`config.mk`:
```
export PLATFORM = sky130hd
export DESIGN_NAME = inst_ascii_encoder
export DESIGN_NICKNAME = d
export VERILOG_FILES = /design/src/rtl/inst_ascii_encoder_pkg.sv /design/src/rtl/inst_ascii_encoder_mnem_lut.sv /design/src/rtl/inst_ascii_encoder.sv
export SDC_FILE = /design/constraint.sdc
export NUM_CORES = 1
export LEC_CHECK = 0
export ABC_AREA = 0
export CAP_MARGIN = 20
export CORE_UTILIZATION = 40
export DETAILED_ROUTE_END_ITERATION = 8
export MAX_ROUTING_LAYER = met4
export PLACE_DENSITY = 0.63
export SETUP_SLACK_MARGIN = 0.15
export SLEW_MARGIN = 20
export SYNTH_ARGS = -nofsm -noshare
export SYNTH_HDL_FRONTEND = slang
export SYNTH_HIERARCHICAL = 1
export SYNTH_SLANG_ARGS = --single-unit
```
`constraint.sdc`:
```
create_clock -name clk -period 9.46 [get_ports clk]
set_input_delay 1.892 -clock clk [delete_from_list [all_inputs] [get_ports clk]]
set_output_delay 1.892 -clock clk [all_outputs]
set_load 0.02 [all_outputs]
```
`src/rtl/inst_ascii_encoder_pkg.sv`:
```
// inst_ascii_encoder_pkg
// Shared definitions for the ASCII-to-MIPS line assembler.
// - FSM state and operand-class encodings.
// - MIPS opcode/funct values.
// - 40-bit right-aligned mnemonic constants, laid out like Verilog string literals.
// - Helpers: per-class operand count, slot kind, and field packing.
package inst_ascii_encoder_pkg;

  typedef enum logic [1:0] {
    ST_MNEM  = 2'd0,
    ST_OPS   = 2'd1,
    ST_EMIT  = 2'd2,
    ST_DRAIN = 2'd3
  } state_e;

  typedef enum logic [2:0] {
    CLS_R3  = 3'd0,
    CLS_SH  = 3'd1,
    CLS_I   = 3'd2,
    CLS_LUI = 3'd3,
    CLS_MEM = 3'd4,
    CLS_JR  = 3'd5,
    CLS_NOP = 3'd6
  } cls_e;

  typedef struct packed {
    logic       hit;
    cls_e       cls;
    logic [5:0] opc;
    logic [5:0] fn;
  } lut_t;

  // Control characters recognised by the line parser.
  localparam logic [7:0] CH_LF     = 8'h0A;
  localparam logic [7:0] CH_CR     = 8'h0D;
  localparam logic [7:0] CH_SP     = 8'h20;
  localparam logic [7:0] CH_DOLLAR = 8'h24;
  localparam logic [7:0] CH_COMMA  = 8'h2C;

  // Opcodes
  localparam logic [5:0] OP_SPECIAL = 6'h00;
  localparam logic [5:0] OP_ADDI    = 6'h08;
  localparam logic [5:0] OP_ADDIU   = 6'h09;
  localparam logic [5:0] OP_SLTI    = 6'h0A;
  localparam logic [5:0] OP_SLTIU   = 6'h0B;
  localparam logic [5:0] OP_ANDI    = 6'h0C;
  localparam logic [5:0] OP_ORI     = 6'h0D;
  localparam logic [5:0] OP_XORI    = 6'h0E;
  localparam logic [5:0] OP_LUI     = 6'h0F;
  localparam logic [5:0] OP_LB      = 6'h20;
  localparam logic [5:0] OP_LH      = 6'h21;
  localparam logic [5:0] OP_LW      = 6'h23;
  localparam logic [5:0] OP_LBU     = 6'h24;
  localparam logic [5:0] OP_LHU     = 6'h25;
  localparam logic [5:0] OP_SB      = 6'h28;
  localparam logic [5:0] OP_SH      = 6'h29;
  localparam logic [5:0] OP_SW      = 6'h2B;

  // Funct codes (SPECIAL opcode)
  localparam logic [5:0] FN_SLL  = 6'h00;
  localparam logic [5:0] FN_SRL  = 6'h02;
  localparam logic [5:0] FN_SRA  = 6'h03;
  localparam logic [5:0] FN_JR   = 6'h08;
  localparam logic [5:0] FN_ADD  = 6'h20;
  localparam logic [5:0] FN_ADDU = 6'h21;
  localparam logic [5:0] FN_SUB  = 6'h22;
  localparam logic [5:0] FN_SUBU = 6'h23;
  localparam logic [5:0] FN_AND  = 6'h24;
  localparam logic [5:0] FN_OR   = 6'h25;
  localparam logic [5:0] FN_XOR  = 6'h26;
  localparam logic [5:0] FN_NOR  = 6'h27;
  localparam logic [5:0] FN_SLT  = 6'h2A;
  localparam logic [5:0] FN_SLTU = 6'h2B;

  // Mnemonics as right-aligned ASCII, identical to the matching string literal.
  localparam logic [39:0] M_ADD   = 40'h0000414444;
  localparam logic [39:0] M_ADDU  = 40'h0041444455;
  localparam logic [39:0] M_SUB   = 40'h0000535542;
  localparam logic [39:0] M_SUBU  = 40'h0053554255;
  localparam logic [39:0] M_AND   = 40'h0000414E44;
  localparam logic [39:0] M_OR    = 40'h0000004F52;
  localparam logic [39:0] M_XOR   = 40'h0000584F52;
  localparam logic [39:0] M_NOR   = 40'h00004E4F52;
  localparam logic [39:0] M_SLT   = 40'h0000534C54;
  localparam logic [39:0] M_SLTU  = 40'h00534C5455;
  localparam logic [39:0] M_SLL   = 40'h0000534C4C;
  localparam logic [39:0] M_SRL   = 40'h000053524C;
  localparam logic [39:0] M_SRA   = 40'h0000535241;
  localparam logic [39:0] M_ADDI  = 40'h0041444449;
  localparam logic [39:0] M_ADDIU = 40'h4144444955;
  localparam logic [39:0] M_ANDI  = 40'h00414E4449;
  localparam logic [39:0] M_ORI   = 40'h00004F5249;
  localparam logic [39:0] M_XORI  = 40'h00584F5249;
  localparam logic [39:0] M_SLTI  = 40'h00534C5449;
  localparam logic [39:0] M_SLTIU = 40'h534C544955;
  localparam logic [39:0] M_LUI   = 40'h00004C5549;
  localparam logic [39:0] M_LB    = 40'h0000004C42;
  localparam logic [39:0] M_LBU   = 40'h00004C4255;
  localparam logic [39:0] M_LH    = 40'h0000004C48;
  localparam logic [39:0] M_LHU   = 40'h00004C4855;
  localparam logic [39:0] M_LW    = 40'h0000004C57;
  localparam logic [39:0] M_SB    = 40'h0000005342;
  localparam logic [39:0] M_SH    = 40'h0000005348;
  localparam logic [39:0] M_SW    = 40'h0000005357;
  localparam logic [39:0] M_JR    = 40'h0000004A52;
  localparam logic [39:0] M_NOP   = 40'h00004E4F50;

  // Number of comma-separated operands a class expects.
  function automatic logic [1:0] cls_count(input cls_e c);
    case (c)
      CLS_R3, CLS_SH, CLS_I, CLS_MEM: cls_count = 2'd3;
      CLS_LUI:                        cls_count = 2'd2;
      CLS_JR:                         cls_count = 2'd1;
      default:                        cls_count = 2'd0;
    endcase
  endfunction

  // Slot holds a hex immediate (otherwise a decimal register or shift amount).
  function automatic logic slot_is_imm(input cls_e c, input logic [1:0] idx);
    slot_is_imm = (((c == CLS_I) || (c == CLS_MEM)) && (idx == 2'd2)) ||
                  ((c == CLS_LUI) && (idx == 2'd1));
  endfunction

  // Pack operand slots into instruction fields. Slot 0 is always a register.
  function automatic logic [31:0] encode(input cls_e c, input logic [5:0] opc,
                                         input logic [5:0] fn, input logic [4:0] a,
                                         input logic [15:0] b, input logic [15:0] d);
    case (c)
      CLS_R3:         encode = {opc, b[4:0], d[4:0], a, 5'd0, fn};
      CLS_SH:         encode = {opc, 5'd0, b[4:0], a, d[4:0], fn};
      CLS_I, CLS_MEM: encode = {opc, b[4:0], a, d};
      CLS_LUI:        encode = {opc, 5'd0, a, b};
      CLS_JR:         encode = {opc, a, 15'd0, fn};
      default:        encode = 32'd0;
    endcase
  endfunction

endpackage

```
`src/rtl/inst_ascii_encoder_mnem_lut.sv`:
```
// inst_ascii_encoder_mnem_lut (asm_mnem_lut)
// Combinational mnemonic decoder.
//   mnem  in 40 : right-aligned uppercase mnemonic
//   entry out   : {hit, class, opcode, funct}; hit=0 for unknown mnemonics
module inst_ascii_encoder_mnem_lut
  import inst_ascii_encoder_pkg::*;
(
  input  logic [39:0] mnem,
  output lut_t        entry
);

  // Mnemonic table lookup
  always_comb begin
    entry = '{1'b0, CLS_NOP, 6'h00, 6'h00};
    case (mnem)
      M_ADD:   entry = '{1'b1, CLS_R3,  OP_SPECIAL, FN_ADD};
      M_ADDU:  entry = '{1'b1, CLS_R3,  OP_SPECIAL, FN_ADDU};
      M_SUB:   entry = '{1'b1, CLS_R3,  OP_SPECIAL, FN_SUB};
      M_SUBU:  entry = '{1'b1, CLS_R3,  OP_SPECIAL, FN_SUBU};
      M_AND:   entry = '{1'b1, CLS_R3,  OP_SPECIAL, FN_AND};
      M_OR:    entry = '{1'b1, CLS_R3,  OP_SPECIAL, FN_OR};
      M_XOR:   entry = '{1'b1, CLS_R3,  OP_SPECIAL, FN_XOR};
      M_NOR:   entry = '{1'b1, CLS_R3,  OP_SPECIAL, FN_NOR};
      M_SLT:   entry = '{1'b1, CLS_R3,  OP_SPECIAL, FN_SLT};
      M_SLTU:  entry = '{1'b1, CLS_R3,  OP_SPECIAL, FN_SLTU};
      M_SLL:   entry = '{1'b1, CLS_SH,  OP_SPECIAL, FN_SLL};
      M_SRL:   entry = '{1'b1, CLS_SH,  OP_SPECIAL, FN_SRL};
      M_SRA:   entry = '{1'b1, CLS_SH,  OP_SPECIAL, FN_SRA};
      M_ADDI:  entry = '{1'b1, CLS_I,   OP_ADDI,    6'h00};
      M_ADDIU: entry = '{1'b1, CLS_I,   OP_ADDIU,   6'h00};
      M_ANDI:  entry = '{1'b1, CLS_I,   OP_ANDI,    6'h00};
      M_ORI:   entry = '{1'b1, CLS_I,   OP_ORI,     6'h00};
      M_XORI:  entry = '{1'b1, CLS_I,   OP_XORI,    6'h00};
      M_SLTI:  entry = '{1'b1, CLS_I,   OP_SLTI,    6'h00};
      M_SLTIU: entry = '{1'b1, CLS_I,   OP_SLTIU,   6'h00};
      M_LUI:   entry = '{1'b1, CLS_LUI, OP_LUI,     6'h00};
      M_LB:    entry = '{1'b1, CLS_MEM, OP_LB,      6'h00};
      M_LBU:   entry = '{1'b1, CLS_MEM, OP_LBU,     6'h00};
      M_LH:    entry = '{1'b1, CLS_MEM, OP_LH,      6'h00};
      M_LHU:   entry = '{1'b1, CLS_MEM, OP_LHU,     6'h00};
      M_LW:    entry = '{1'b1, CLS_MEM, OP_LW,      6'h00};
      M_SB:    entry = '{1'b1, CLS_MEM, OP_SB,      6'h00};
      M_SH:    entry = '{1'b1, CLS_MEM, OP_SH,      6'h00};
      M_SW:    entry = '{1'b1, CLS_MEM, OP_SW,      6'h00};
      M_JR:    entry = '{1'b1, CLS_JR,  OP_SPECIAL, FN_JR};
      M_NOP:   entry = '{1'b1, CLS_NOP, OP_SPECIAL, 6'h00};
      default: entry = '{1'b0, CLS_NOP, 6'h00, 6'h00};
    endcase
  end

endmodule

```
`src/rtl/inst_ascii_encoder.sv`:
```
// inst_ascii_encoder
// Assembles one MIPS instruction per ASCII line into a 32-bit word.
//   clk, resetn         : clock, async active-low reset
//   in_valid/in_char    : character stream, accepted when in_ready=1
//   in_ready            : high in MNEM, OPS and DRAIN, low while a result is pending
//   out_valid/out_ready : result handshake; instr/err held while stalled
//   instr               : encoded word (0 when err=1)
//   err                 : line rejected
module inst_ascii_encoder
  import inst_ascii_encoder_pkg::*;
(
  input  logic        clk,
  input  logic        resetn,
  input  logic        in_valid,
  input  logic [7:0]  in_char,
  output logic        in_ready,
  output logic        out_valid,
  input  logic        out_ready,
  output logic [31:0] instr,
  output logic        err
);

  state_e      state_r, state_s;
  logic [39:0] acc_r, acc_s;
  logic [2:0]  mlen_r, mlen_s;
  cls_e        cls_r, cls_s;
  logic [5:0]  opc_r, opc_s, fn_r, fn_s;
  logic [15:0] opv_r, opv_s;
  logic [2:0]  ocnt_r, ocnt_s;
  logic        odol_r, odol_s;
  logic [1:0]  idx_r, idx_s;
  logic [4:0]  op0_r, op0_s, st0_s;
  logic [15:0] op1_r, op1_s, st1_s;
  logic [15:0] op2_r, op2_s, st2_s;
  logic [31:0] instr_r, instr_s;
  logic        err_r, err_s;
  logic        out_valid_r, in_ready_r;

  logic [7:0]  ch_s;
  logic        is_letter_s, is_digit_s, is_hexl_s;
  logic [3:0]  nib_s;
  logic [15:0] reg_val_s;
  logic        accept_s, slot_imm_s, bad_s, done_s;
  logic [1:0]  cnt_s;
  lut_t        lut_s;

  inst_ascii_encoder_mnem_lut u_asm_mnem_lut (
    .mnem  (acc_r),
    .entry (lut_s)
  );

  assign ch_s        = ((in_char >= 8'h61) && (in_char <= 8'h7A)) ? (in_char - 8'h20) : in_char;
  assign is_letter_s = (ch_s >= 8'h41) && (ch_s <= 8'h5A);
  assign is_digit_s  = (ch_s >= 8'h30) && (ch_s <= 8'h39);
  assign is_hexl_s   = (ch_s >= 8'h41) && (ch_s <= 8'h46);
  assign nib_s       = is_digit_s ? ch_s[3:0] : (ch_s[3:0] + 4'd9);
  // Register/sa accumulator stays <= 31, so *10 never overflows 16 bits.
  assign reg_val_s   = (opv_r * 16'd10) + {12'd0, nib_s};
  assign accept_s    = in_valid && in_ready_r;
  assign slot_imm_s  = slot_is_imm(cls_r, idx_r);
  assign cnt_s       = cls_count(cls_r);

  // Current operand merged into its slot, used both on comma and on LF.
  assign st0_s = (idx_r == 2'd0) ? opv_r[4:0] : op0_r;
  assign st1_s = (idx_r == 2'd1) ? opv_r      : op1_r;
  assign st2_s = (idx_r == 2'd2) ? opv_r      : op2_r;

  // Next-state, accumulator and result computation, one character per cycle.
  always_comb begin
    state_s = state_r;
    acc_s   = acc_r;
    mlen_s  = mlen_r;
    cls_s   = cls_r;
    opc_s   = opc_r;
    fn_s    = fn_r;
    opv_s   = opv_r;
    ocnt_s  = ocnt_r;
    odol_s  = odol_r;
    idx_s   = idx_r;
    op0_s   = op0_r;
    op1_s   = op1_r;
    op2_s   = op2_r;
    instr_s = instr_r;
    err_s   = err_r;
    bad_s   = 1'b0;
    done_s  = 1'b0;
    case (state_r)
      ST_MNEM: begin
        if (accept_s && (ch_s != CH_CR)) begin
          if (is_letter_s) begin
            if (mlen_r == 3'd5) begin
              bad_s = 1'b1;
            end else begin
              acc_s  = {acc_r[31:0], ch_s};
              mlen_s = mlen_r + 3'd1;
            end
          end else if (ch_s == CH_SP) begin
            if (mlen_r == 3'd0) begin
              state_s = ST_MNEM;            // leading space
            end else if (lut_s.hit) begin
              cls_s   = lut_s.cls;
              opc_s   = lut_s.opc;
              fn_s    = lut_s.fn;
              state_s = ST_OPS;
            end else begin
              bad_s = 1'b1;
            end
          end else if (ch_s == CH_LF) begin
            if (mlen_r == 3'd0) begin
              state_s = ST_MNEM;            // blank line, nothing emitted
            end else if (!lut_s.hit || (cls_count(lut_s.cls) != 2'd0)) begin
              bad_s = 1'b1;
            end else begin
              done_s  = 1'b1;
              instr_s = encode(lut_s.cls, lut_s.opc, lut_s.fn, 5'd0, 16'd0, 16'd0);
            end
          end else begin
            bad_s = 1'b1;
          end
        end else begin
          state_s = ST_MNEM;
        end
      end
      ST_OPS: begin
        if (accept_s && (ch_s != CH_CR) && (ch_s != CH_SP)) begin
          if (ch_s == CH_LF) begin
            if ((idx_r == 2'd0) && (ocnt_r == 3'd0) && !odol_r) begin
              // No operand text at all after the mnemonic.
              if (cnt_s != 2'd0) begin
                bad_s = 1'b1;
              end else begin
                done_s  = 1'b1;
                instr_s = encode(cls_r, opc_r, fn_r, 5'd0, 16'd0, 16'd0);
              end
            end else if ((ocnt_r == 3'd0) || ((idx_r + 2'd1) != cnt_s)) begin
              bad_s = 1'b1;
            end else begin
              op0_s   = st0_s;
              op1_s   = st1_s;
              op2_s   = st2_s;
              done_s  = 1'b1;
              instr_s = encode(cls_r, opc_r, fn_r, st0_s, st1_s, st2_s);
            end
          end else if (cnt_s == 2'd0) begin
            bad_s = 1'b1;
          end else if (ch_s == CH_COMMA) begin
            // Too many operands is caught here rather than waiting for LF.
            if ((ocnt_r == 3'd0) || ((idx_r + 2'd1) >= cnt_s)) begin
              bad_s = 1'b1;
            end else begin
              op0_s  = st0_s;
              op1_s  = st1_s;
              op2_s  = st2_s;
              idx_s  = idx_r + 2'd1;
              opv_s  = 16'd0;
              ocnt_s = 3'd0;
              odol_s = 1'b0;
            end
          end else if (ch_s == CH_DOLLAR) begin
            if (slot_imm_s || odol_r || (ocnt_r != 3'd0)) begin
              bad_s = 1'b1;
            end else begin
              odol_s = 1'b1;
            end
          end else if (is_digit_s || is_hexl_s) begin
            if (slot_imm_s) begin
              if (ocnt_r == 3'd4) begin
                bad_s = 1'b1;
              end else begin
                opv_s  = {opv_r[11:0], nib_s};
                ocnt_s = ocnt_r + 3'd1;
              end
            end else if (is_hexl_s || (reg_val_s > 16'd31)) begin
              bad_s = 1'b1;
            end else begin
              opv_s  = reg_val_s;
              ocnt_s = 3'd1;
            end
          end else begin
            bad_s = 1'b1;
          end
        end else begin
          state_s = ST_OPS;
        end
      end
      ST_EMIT: begin
        if (out_ready) begin
          state_s = ST_MNEM;
          acc_s   = 40'd0;
          mlen_s  = 3'd0;
          opv_s   = 16'd0;
          ocnt_s  = 3'd0;
          odol_s  = 1'b0;
          idx_s   = 2'd0;
          op0_s   = 5'd0;
          op1_s   = 16'd0;
          op2_s   = 16'd0;
        end else begin
          state_s = ST_EMIT;
        end
      end
      ST_DRAIN: begin
        // The terminating LF takes the common error exit below.
        if (accept_s && (ch_s == CH_LF)) begin
          bad_s = 1'b1;
        end else begin
          state_s = ST_DRAIN;
        end
      end
      default: begin
        state_s = ST_MNEM;
      end
    endcase

    if (bad_s) begin
      if (ch_s == CH_LF) begin
        state_s = ST_EMIT;
        err_s   = 1'b1;
        instr_s = 32'd0;
      end else begin
        state_s = ST_DRAIN;
      end
    end else if (done_s) begin
      state_s = ST_EMIT;
      err_s   = 1'b0;
    end else begin
      err_s = err_r;
    end
  end

  // Parser state and accumulators.
  always_ff @(posedge clk or negedge resetn) begin
    if (!resetn) begin
      state_r <= ST_MNEM;
      acc_r   <= 40'd0;
      mlen_r  <= 3'd0;
      cls_r   <= CLS_NOP;
      opc_r   <= 6'd0;
      fn_r    <= 6'd0;
      opv_r   <= 16'd0;
      ocnt_r  <= 3'd0;
      odol_r  <= 1'b0;
      idx_r   <= 2'd0;
      op0_r   <= 5'd0;
      op1_r   <= 16'd0;
      op2_r   <= 16'd0;
    end else begin
      state_r <= state_s;
      acc_r   <= acc_s;
      mlen_r  <= mlen_s;
      cls_r   <= cls_s;
      opc_r   <= opc_s;
      fn_r    <= fn_s;
      opv_r   <= opv_s;
      ocnt_r  <= ocnt_s;
      odol_r  <= odol_s;
      idx_r   <= idx_s;
      op0_r   <= op0_s;
      op1_r   <= op1_s;
      op2_r   <= op2_s;
    end
  end

  // Output registers; handshake flags are derived from the next state so they align with it.
  always_ff @(posedge clk or negedge resetn) begin
    if (!resetn) begin
      instr_r     <= 32'd0;
      err_r       <= 1'b0;
      out_valid_r <= 1'b0;
      in_ready_r  <= 1'b0;
    end else begin
      instr_r     <= instr_s;
      err_r       <= err_s;
      out_valid_r <= (state_s == ST_EMIT);
      in_ready_r  <= (state_s != ST_EMIT);
    end
  end

  assign in_ready  = in_ready_r;
  assign out_valid = out_valid_r;
  assign instr     = instr_r;
  assign err       = err_r;

endmodule
```
# Yosys cells after proc, flatten, opt, wreduce, memory -nomap -nowiden
# Index checks and enable logic that the tools add are counted.
# W data, S select, Z words.
# word_totals
register_bits	154
input_bits	12
out_inout_bits	35
wordCells	323
# classes
n_addsub	6
mul	1
magnitude_cmp	9
n_eq_ne	79
muxes	159
bitwise_logic	2
reduce_logical	50
# ops
op	n
$eq A40 B23 Y1 const B	14
$pmux W16 S31	1
$mux W16	27
$mux W32	13
$eq A40 B15 Y1 const B	8
$eq A40 B31 Y1 const B	7
$pmux W32 S2	3
$mux W40	4
$pmux W32 S5	1
$pmux W16 S2	3
$eq A40 B39 Y1 const B	2
$pmux W40 S2	1
$mux W2	24
$mux W1	47
$mux W5	9
$mux W3	14
$ne A3 B3 Y1 const B	10
$eq A8 B6 Y1 const B	3
$le A8 B7 Y1 const B	3
$ne A2 B2 Y1 const B	10
$eq A3 B3 Y1 const B	6
$add A16 B4 Y16	1
$ge A8 B7 Y1 const B	2
$gt A16 B5 Y1 const B	1
44 further kinds	92

# Logic depth before layout (Yosys ltp)
# Gate-level depths: netlist of run 1.
# logic_depth
depth_word	23
ltp_mapped	19
depth_no_buf	17

# Cells and area by module
# Netlist of run 1, hierarchy kept.
# by_module_without_submodules
module	n_inst	cells_each	area_per_inst_um2	seq_area_each_um2
inst_ascii_encoder	1	881	8928.6	3856.2
inst_ascii_encoder_mnem_lut	1	174	1154.9	0.0

# Worst setup path before layout of run 1
# Ideal clock, no wire load.
# synth_timing
path_type	in2reg
from	input in_char[0]
to	register opv_r[10]
setup_time_ns	0.125
arrival_time_ns	5.884
setup_slack_ns	3.451
path_stages	19
path_buffers	2
cell_sequence	inv_1 > ha_1 > nor2_1 > o21ai_0 > and4_1 > clkbuf_1 > mux2_2 > ha_1 > fa_1 > a21o_1 > nand2_1 > nor3_1 > and4b_4 > and3_1 > and4_4 > xor2_2 > o41ai_4 > buf_6 > mux2_4
# synth_via
elab_chain_cells	16
elab_cells_between_ends	41
cone_classes	add/sub (3); order compare (7); eq/ne (12); mux (11); reduce/logical (8)
# synth_lines
element	line_no	rtl
from (decl)	inst_ascii_encoder.sv:15	input logic [7:0] in_char,
$ge A8 B7 Y1 or $le A8 B7 Y1 (tied branches)	inst_ascii_encoder.sv:52	assign ch_s = ((in_char >= 8'h61) && (in_char <= 8'h7A)) ? (in_char - 8'h20) : in_char;
$logic_and A1 B1 Y1	inst_ascii_encoder.sv:52	
$mux W8 (*)	inst_ascii_encoder.sv:52	
parallel branches: the longest is 13 deep, another holds $add A16 B4 Y16	n/a	
to (signal assigned)	inst_ascii_encoder.sv:254	opv_r <= opv_s;
to (decl)	inst_ascii_encoder.sv:28	logic [15:0] opv_r, opv_s;
# Every way passes the cells marked *. The select of a mux whose other input is x is not followed.
# A chain may end at the register's enable or synchronous reset.

# Final worst setup path of run 1
# layout_timing
from	input in_char[0]
to	register ocnt_r[0]
# layout_via
elab_chain_cells	11
elab_cells_between_ends	37
cone_classes	add/sub (3); order compare (7); eq/ne (12); mux (7); reduce/logical (8)
# layout_lines
element	line_no	rtl
$ge A8 B7 Y1 or $le A8 B7 Y1 (tied branches)	inst_ascii_encoder.sv:52	
$logic_and A1 B1 Y1	inst_ascii_encoder.sv:52	
$mux W8 (*)	inst_ascii_encoder.sv:52	
$ge A8 B6 Y1 or $le A8 B6 Y1 (tied branches)	inst_ascii_encoder.sv:54	assign is_digit_s = (ch_s >= 8'h30) && (ch_s <= 8'h39);
$logic_and A1 B1 Y1	inst_ascii_encoder.sv:54	
$mux W4	inst_ascii_encoder.sv:56	assign nib_s = is_digit_s ? ch_s[3:0] : (ch_s[3:0] + 4'd9);
$add A16 B4 Y16	inst_ascii_encoder.sv:58	assign reg_val_s = (opv_r * 16'd10) + {12'd0, nib_s};
$gt A16 B5 Y1	inst_ascii_encoder.sv:173	end else if (is_hexl_s || (reg_val_s > 16'd31)) begin
$logic_or A1 B1 Y1	inst_ascii_encoder.sv:173	
$ne A4 B4 Y1 (no line)	n/a	
$reduce_and A10 Y1 (no line)	n/a	
to (signal assigned)	inst_ascii_encoder.sv:255	ocnt_r <= ocnt_s;
to (decl)	inst_ascii_encoder.sv:29	logic [2:0] ocnt_r, ocnt_s;
# Every way passes the cells marked *; elsewhere a longest branch is shown, timed or not. The select of a mux whose other input is x is not followed.

==> results.md, run 1 <==
- Outcome: complete, no violations
- CP startpoint kind: input port
- Via count: 8,344
- FF-to-FF path depth: 13
- Layout fillers: 2,360
- Clk_skew: 0.0117 ns
- Power Dens Cells: about 280 mW/mm²
- Mapped Cells: around 1,100
- Mean Syn Cell Area: between 9 and 10 µm²
- Met1 GRT Util: between 30% and 40%
- CTS tree: built
- CTS Root Cell: clkbuf_16
- R2R setup slack: 4.05 ns
- Final Worst Setup Slack: approximately 2.8 ns
- Initial core utilization: 41.1%
- Sequential cell area fraction in the yosys report: 38.2%
- Max Cap Viol: 0
- Synth top area cells: dfrtp_1 (38%), ha_1 (5.2%), a22o_1 (5.0%)
- Net Sw Frac: 41.7%
- Number of global-route vias before repair: 8,002
- H-tree levels: 4
- Setup-failing EPs final: 0
- Final wirelength: 26,600 µm
- Synth cell types: 89
- Clk sink count: 154
- WL per Instance: 18.9 µm
- Clk pwr share: between 10% and 20%
- Register bit total from synthesis: 154
- Logic pwr share: 50.2%
- Post-DP HPWL: roughly 19,000 µm
- GPL Wtd Cong: 0.893
- Dpl cells: 1,372
- Met3 usage: 3.41%
- Die width: 161 µm
- Clk pin slew, worst setup/hold paths: about 0.06 ns
- Cts hold-fix bufs: 0
- Psw: between 0.001 and 0.0015 W
- Tcrit/Tclk final: 70.8%
- Max_slew headroom: 28.2%
- First-pass GRT wire length: 43,700 µm
- Core ar.: 0.0245 mm²
- Share of cells above drive strength 1: between 10% and 20%
- Setup TNS: 0 ns
- VDD IR max: 129 µV
- # diodes: 0
- Yosys top cell area share: 37.7%
- Worst Path Arrival: 7.01 ns
- Leakage power: 4.85 nW
- Final Max Tran Viols: 0
- Flop pwr share: 30.1%
- CP endpoint kind: register
- Fmax: 149 MHz
- Place WS: ~2.3 ns
- Largest net degree at the start of global routing: 98
- DIE AREA: 0.0258 mm²
- # rows: 57
- Final net count: 1,123
- Final hold violation count: 0
- Top_reg_cell synth: dfrtp_1
- Multi-input gate area: 0.00588 mm²
- Initial antenna violation count: 0
- Post-synth EDFFs: 0
- Setup repair after global routing missed its margin: no
- Clock tree buffer depth: 2
- YS warnings: 6
- I/O Buffers: 46
- CP required: 9.77 ns
- Drt pass-1 iters: 6
- Clock Latency Late Sink: 0.43 ns
- Crit-path max FO: 10
- DRT iter0 DRCs: between 800 and 900
- Io pins: 47
- Post-Layout Cell Count: 1,403
- Hold Path Cell Cnt: 2
- Yosys top cell by area: dfrtp_1
- Int Pwr: 0.00184 W
- Grt ovf: 0
- Tmin final: 6.70 ns
- Layout area overhead: 11.9%
- Worst slew pin tran: 1.07 ns
- Fin util: 46.0%
- Post_cts resized: 0
- # Post-CTS Setup Buffers: 0
- Crit Path Class: in2reg
- Die span in y: ~160 µm
- Avg Vias per Cell: 5.95
- Gr busiest metal: met1
- DR DRC count: 0
- Class of the worst hold path: reg2reg
- All-layer global routing usage: a little over a fifth
- Register area: 0.00386 mm²
- GRT met2 Usage: about 30%
- Post-Syn Area: between 0.01 and 0.015 mm²
- Synth async-reset ratio: 100%
- Post-route ant nets: 0
- CTS buffer count: 17
[path summary, 6_finish.rpt]
check                           start        end
min in group asynchronous      resetn  acc_r[37]
setup reg to reg            acc_r[35]   instr[0]
setup / recovery           in_char[0]  ocnt_r[0]
hold / removal               opc_r[3]   opc_r[3]
hold reg to reg              opc_r[3]   opc_r[3]
max in group asynchronous      resetn  opv_r[11]
[final cells by class]
type                            instances  share of cell area (%)
Multi-Input combinational cell        814                    52.1
Sequential cell                       154                    34.2
Timing Repair Buffer                   54                    4.62
Clock buffer                           20                    3.96
Tap cell                              324                    3.59
Inverter                               26                   0.865
Clock inverter                         11                   0.665
[power by group through the flow]
| stage | logic, W | registers (W) | clock network [W] |
|---|---|---|---|
| after floorplan | 0.00130 | 0.000880 | 0 |
| after global placement | 0.00156 | 0.000957 | 0 |
| after detailed placement | 0.00158 | 0.000960 | 0 |
| after CTS | 0.00159 | 0.000949 | 0.000630 |
| after global routing | 0.00177 | 0.000971 | 0.000656 |
| final | 0.00159 | 0.000953 | 0.000620 |
[layout by cell type (no fill, tap or decap), types with 7 or more instances in the layout]
cell type | synthesis | final
a22oi_1 | 34 | 34
nand3_1 | 19 | 19
nand3b_1 | 9 | 9
nand4_1 | 22 | 22
o221ai_1 | 11 | 11
xnor2_1 | 21 | 21
nor4_1 | 11 | 11
mux2i_1 | 37 | 37
nor2b_1 | 12 | 12
o21ai_0 | 20 | 20
a21oi_1 | 25 | 25
dfrtp_1 | 152 | 152
o22a_1 | 13 | 13
nand2_1 | 100 | 100
nor4bb_1 | 7 | 7
inv_1 | 26 | 26
o211ai_1 | 9 | 9
a21o_1 | 8 | 8
and2_1 | 8 | 8
mux2_2 | 43 | 43
a22o_1 | 58 | 58
nand2b_1 | 20 | 20
nor2_1 | 108 | 107
o22ai_1 | 17 | 17
a211oi_1 | 8 | 8
nor3_1 | 23 | 23
xor2_1 | 8 | 8
clkbuf_16 | 0 | 17
buf_4 | 2 | 8
clkdlybuf4s50_1 | 0 | 45
ha_1 | 42 | 41
mux2_4 | 8 | 8
[metrics by stage]
stage	total power, W	area [µm²]	hold WS (ns)
final	0.00316	11300	0.475
after global placement	0.00252	10800	0.464
after detailed placement	0.00254	10800	0.467
after global routing	0.00339	11300	0.515
after floorplan	0.00218	10100	0.446
after CTS	0.00317	11300	0.482
[cell families after synthesis]
family / after synthesis / share of synthesized area (%)
AO/OA/AOI/OAI: 256 / 19.7
AND/OR/NAND/NOR: 394 / 20.6
adder cells (fa/ha/maj): 44 / 5.61
other: 1 / 0.0372
XOR/XNOR: 30 / 2.68
multiplexers: 88 / 9.67
buffers and inverters: 88 / 3.50
flip-flops: 154 / 38.2
[state kept, by name, summed over array words and instances, names as in the netlist]
signal and flops:
op2_r 16, opv_r 16, opc_r 6, mlen_r 3
idx_r 2, fn_r 6, state_r 2, in_ready 1
err 1, out_valid 1, ocnt_r 3, cls_r 3
instr 32, odol_r 1, acc_r 40, op1_r 16
op0_r 5
[metal layers]
layer,routed length [µm],up-vias
li1,-,3963
met1,13800,4140
met2,11200,217
met3,1240,24
met4,309,0
met5,0,-
[synth_stat cells (12+ instances only)]
master    instances
nand2_1         100
clkbuf_1         49
nand2b_1         20
mux2i_1          37
mux2_2           43
o22a_1           13
inv_1            26
o21ai_0          20
o22ai_1          17
xnor2_1          21
a22o_1           58
a22oi_1          34
ha_1             42
nand3_1          19
a21oi_1          25
nor2b_1          12
nor2_1          108
nand4_1          22
dfrtp_1         152
nor3_1           23
[critical path, stage by stage]
cell	delay [ns]
clkdlybuf4s50_1	0.60
inv_1	0.15
ha_1	0.23
nor2_1	0.09
o21ai_0	0.07
and4_1	0.30
nand2b_1	0.18
xnor2_1	0.32
fa_1	0.28
a21o_1	0.12
nand2_1	0.07
nor3_1	0.36
and4b_4	0.34
and3_1	0.18
and4_4	0.26
a211oi_2	0.12
o41ai_4	0.79
buf_4	0.33
mux2_2	0.35
(Power assumes the default switching activity.)
==> run 2: changes to the inputs <==
==> constraint.sdc (replaced) <==
create_clock -name clk -period 6.41 [get_ports clk]
set_input_delay 1.282 -clock clk [delete_from_list [all_inputs] [get_ports clk]]
set_output_delay 1.282 -clock clk [all_outputs]
set_load 0.02 [all_outputs]
==> run 2 against run 1 <==
Effect of this change:
- die area stayed put
- first-iteration DRC count is 1.5% higher
- via count is 0.12% higher
- global-route usage is 0.19 points lower
- power is 51% higher
- cell count is 0.64% higher
- combinational power is 48% higher
- clock-buffer cell count is 1 lower
- non-clock buffer count is 8 higher
- largest cell class unchanged
- highest routed layer unchanged
==> results.md, run 2 (same netlist as run 1, synthesis figures left out) <==
- FF-to-FF path depth: 15
- Dpl cells: about 1,400
- Final Max Tran Viols: 0
- Setup TNS: 0 ns
- Core ar.: 0.0245 mm²
- GPL Wtd Cong: 0.876
- Worst Path Arrival: 5.91 ns
- Largest Register: acc_r
- DIE AREA: 0.0258 mm²
- I/O Buffers: 46
- Dpl cell area: about 0.011 mm²
- CTS buffer count: 17
- Initial antenna violation count: 0
- DR DRC count: 0
- Commonest non-fill, non-tap cell in the layout: dfrtp_1
- # diodes: 0
- Initial core utilization: 41.1%
- H-tree levels: 4
- Cts hold-fix bufs: 0
- Tcrit/Tclk final: between 80% and 90%
- Class of the worst hold path: reg2reg
- Clk pwr share: 21.0%
- Io pins: 47
- Post_cts resized: 0
- Post-DP HPWL: 19,000 µm
- Via count: around 8,400
- Crit-path max FO: 12
- Tmin final: 5.61 ns
- # Post-CTS Setup Buffers: 0
- CTS tree: built
- Die span in y: roughly 160 µm
- Final Worst Setup Slack: 0.804 ns
- Flop pwr share: 29.5%
- # rows: 57
- Worst slew pin tran: 1.05 ns
- First-pass GRT wire length: 43,400 µm
- Die width: 161 µm
- Drt pass-1 iters: 5
- Grt ovf: 0
- DRT iter0 DRCs: 830
- R2R setup slack: 1.95 ns
- Worst reg2reg path endpoint: instr[29]
- Clk pin slew, worst setup/hold paths: 0.06 ns
- Hold path start: opc_r[5]
- Avg Vias per Cell: roughly 5.9
- Worst R2R Start: acc_r[35]
- Max Cap Viol: 0
- Max_slew headroom: 29.8%
- CP Cell Sequence: clkdlybuf4s50_1 > inv_1 > ha_1 > nor2_1 > o21ai_0 > and4_1 > nand2b_1 > xnor2_1 > fa_1 > a21o_1 > nand2_1 > nor3_1 > and4b_4 > and3_1 > and4_4 > a211oi_2 > o41ai_4 > buf_4 > mux2_2
- Post-Layout Cell Count: between 1,000 and 1,500
- Final hold violation count: 0
- Layout area overhead: 13.2%
- Most frequent cells in the layout: dfrtp_1 (152), nor2_1 (107), nand2_1 (100)
- Crit Path Class: in2reg
- Setup-failing EPs final: 0
- Int Pwr: 0.00280 W
- Post-route ant nets: 0
- Max reg flops: 40
- All-layer global routing usage: 21.5%
- Psw: 0.00197 W
- Clock Latency Late Sink: 0.43 ns
- Power Dens Cells: 418 mW/mm²
- Number of global-route vias before repair: 7,896
- Design Area, Final: 0.0114 mm²
- CTS Root Cell: clkbuf_16
- Net Sw Frac: slightly above 40%
- CP peak stage delay: 0.61 ns
- Share of cells above drive strength 1: about an eighth
- Clk sink count: 154
- Clk_skew: between 0.015 and 0.02 ns
- Largest net degree at the start of global routing: 88
- WL per Instance: 18.5 µm
- Final wirelength: 26,200 µm
- Outcome: complete, no violations
- CP required: 6.72 ns
- Layout fillers: 2,381
- Fmax: around 180 MHz
- Hold Crit Endpoint: opc_r[5]
- CP startpoint kind: input port
- Final net count: 1,131
- VDD IR max: 204 µV
- Hold Path Cell Cnt: 2
- Clock tree buffer depth: 2
- Setup repair after global routing missed its margin: no
- Crit-path slowest cell: clkdlybuf4s50_1
- CP endpoint kind: register
- Place WS: between 0.4 and 0.5 ns
- Leakage power: 4.93 nW
- Logic pwr share: 49.4%
run 2: changes by cell type in the layout (fill, tap and decap cells not counted), moves of 2 or more:
cell / previous run / this run
clkinvlp_4: 5 / 3
buf_4: 8 / 15
clkbuf_1: 2 / 0
inv_6: 1 / 5
inv_8: 0 / 2
clkinv_2: 4 / 1
run 2: final cells by class:
| cell class | count | area, µm² | area share [%] |
|---|---|---|---|
| inverter | 26 | 97.6 | 0.855 |
| clock inverter | 13 | 133 | 1.16 |
| sequential | 154 | 3860 | 33.8 |
| clock buffer | 19 | 453 | 3.97 |
| tap | 324 | 405 | 3.55 |
| multi-input combinational | 814 | 5880 | 51.5 |
| timing repair buffer | 62 | 589 | 5.16 |
run 2: power by group through the flow:
stage	registers (W)	logic, W	clock network, W
after floorplan	0.00130	0.00191	0
after global placement	0.00141	0.00232	0
after detailed placement	0.00142	0.00235	0
after CTS	0.00140	0.00236	0.00102
after global routing	0.00143	0.00261	0.00106
final	0.00141	0.00236	0.00100
run 2: worst max-delay path: cells and delay by family:
kind,cells,cell delay (ns)
xor gates and xnor gates,1,0.30
buffers and inverters,3,1.03
muxes,1,0.35
adders and majority gates,2,0.50
AOI/OAI and AO/OA,4,0.68
and+or+nand+nor,8,1.76
run 2: per-stage QoR:
stage               hold WS [ns]  utilization, %  power, W
detailed placement         0.467            44.1   0.00377
CTS                        0.483            46.5   0.00478
floorplan                  0.446               -   0.00321
global route               0.492            46.5   0.00510
global placement           0.464            44.1   0.00373
finish                     0.481            46.5   0.00477
run 2: how the worst max path moves through the flow:
stage / from / to / slack, ns / depth (start not counted)
after floorplan: in_char[0] / opv_r[10] / 1.01 / 19
after global placement: in_char[0] / ocnt_r[0] / 0.48 / 19
after detailed placement: in_char[1] / ocnt_r[0] / 0.41 / 19
after CTS: in_char[1] / opv_r[6] / 0.84 / 19
after global routing: in_char[1] / opv_r[6] / 0.43 / 19
final: in_char[1] / ocnt_r[0] / 0.80 / 19
run 2: layer usage:
metal	track usage, %	wire length [µm]	vias up	share of wire [%]
met1	32.9	13600	4129	52
met4	4.63	276	0	1.1
met2	29.8	11000	226	42
met3	2.76	1260	17	4.8
met5	-	0	-	0
li1	-	-	3982	-
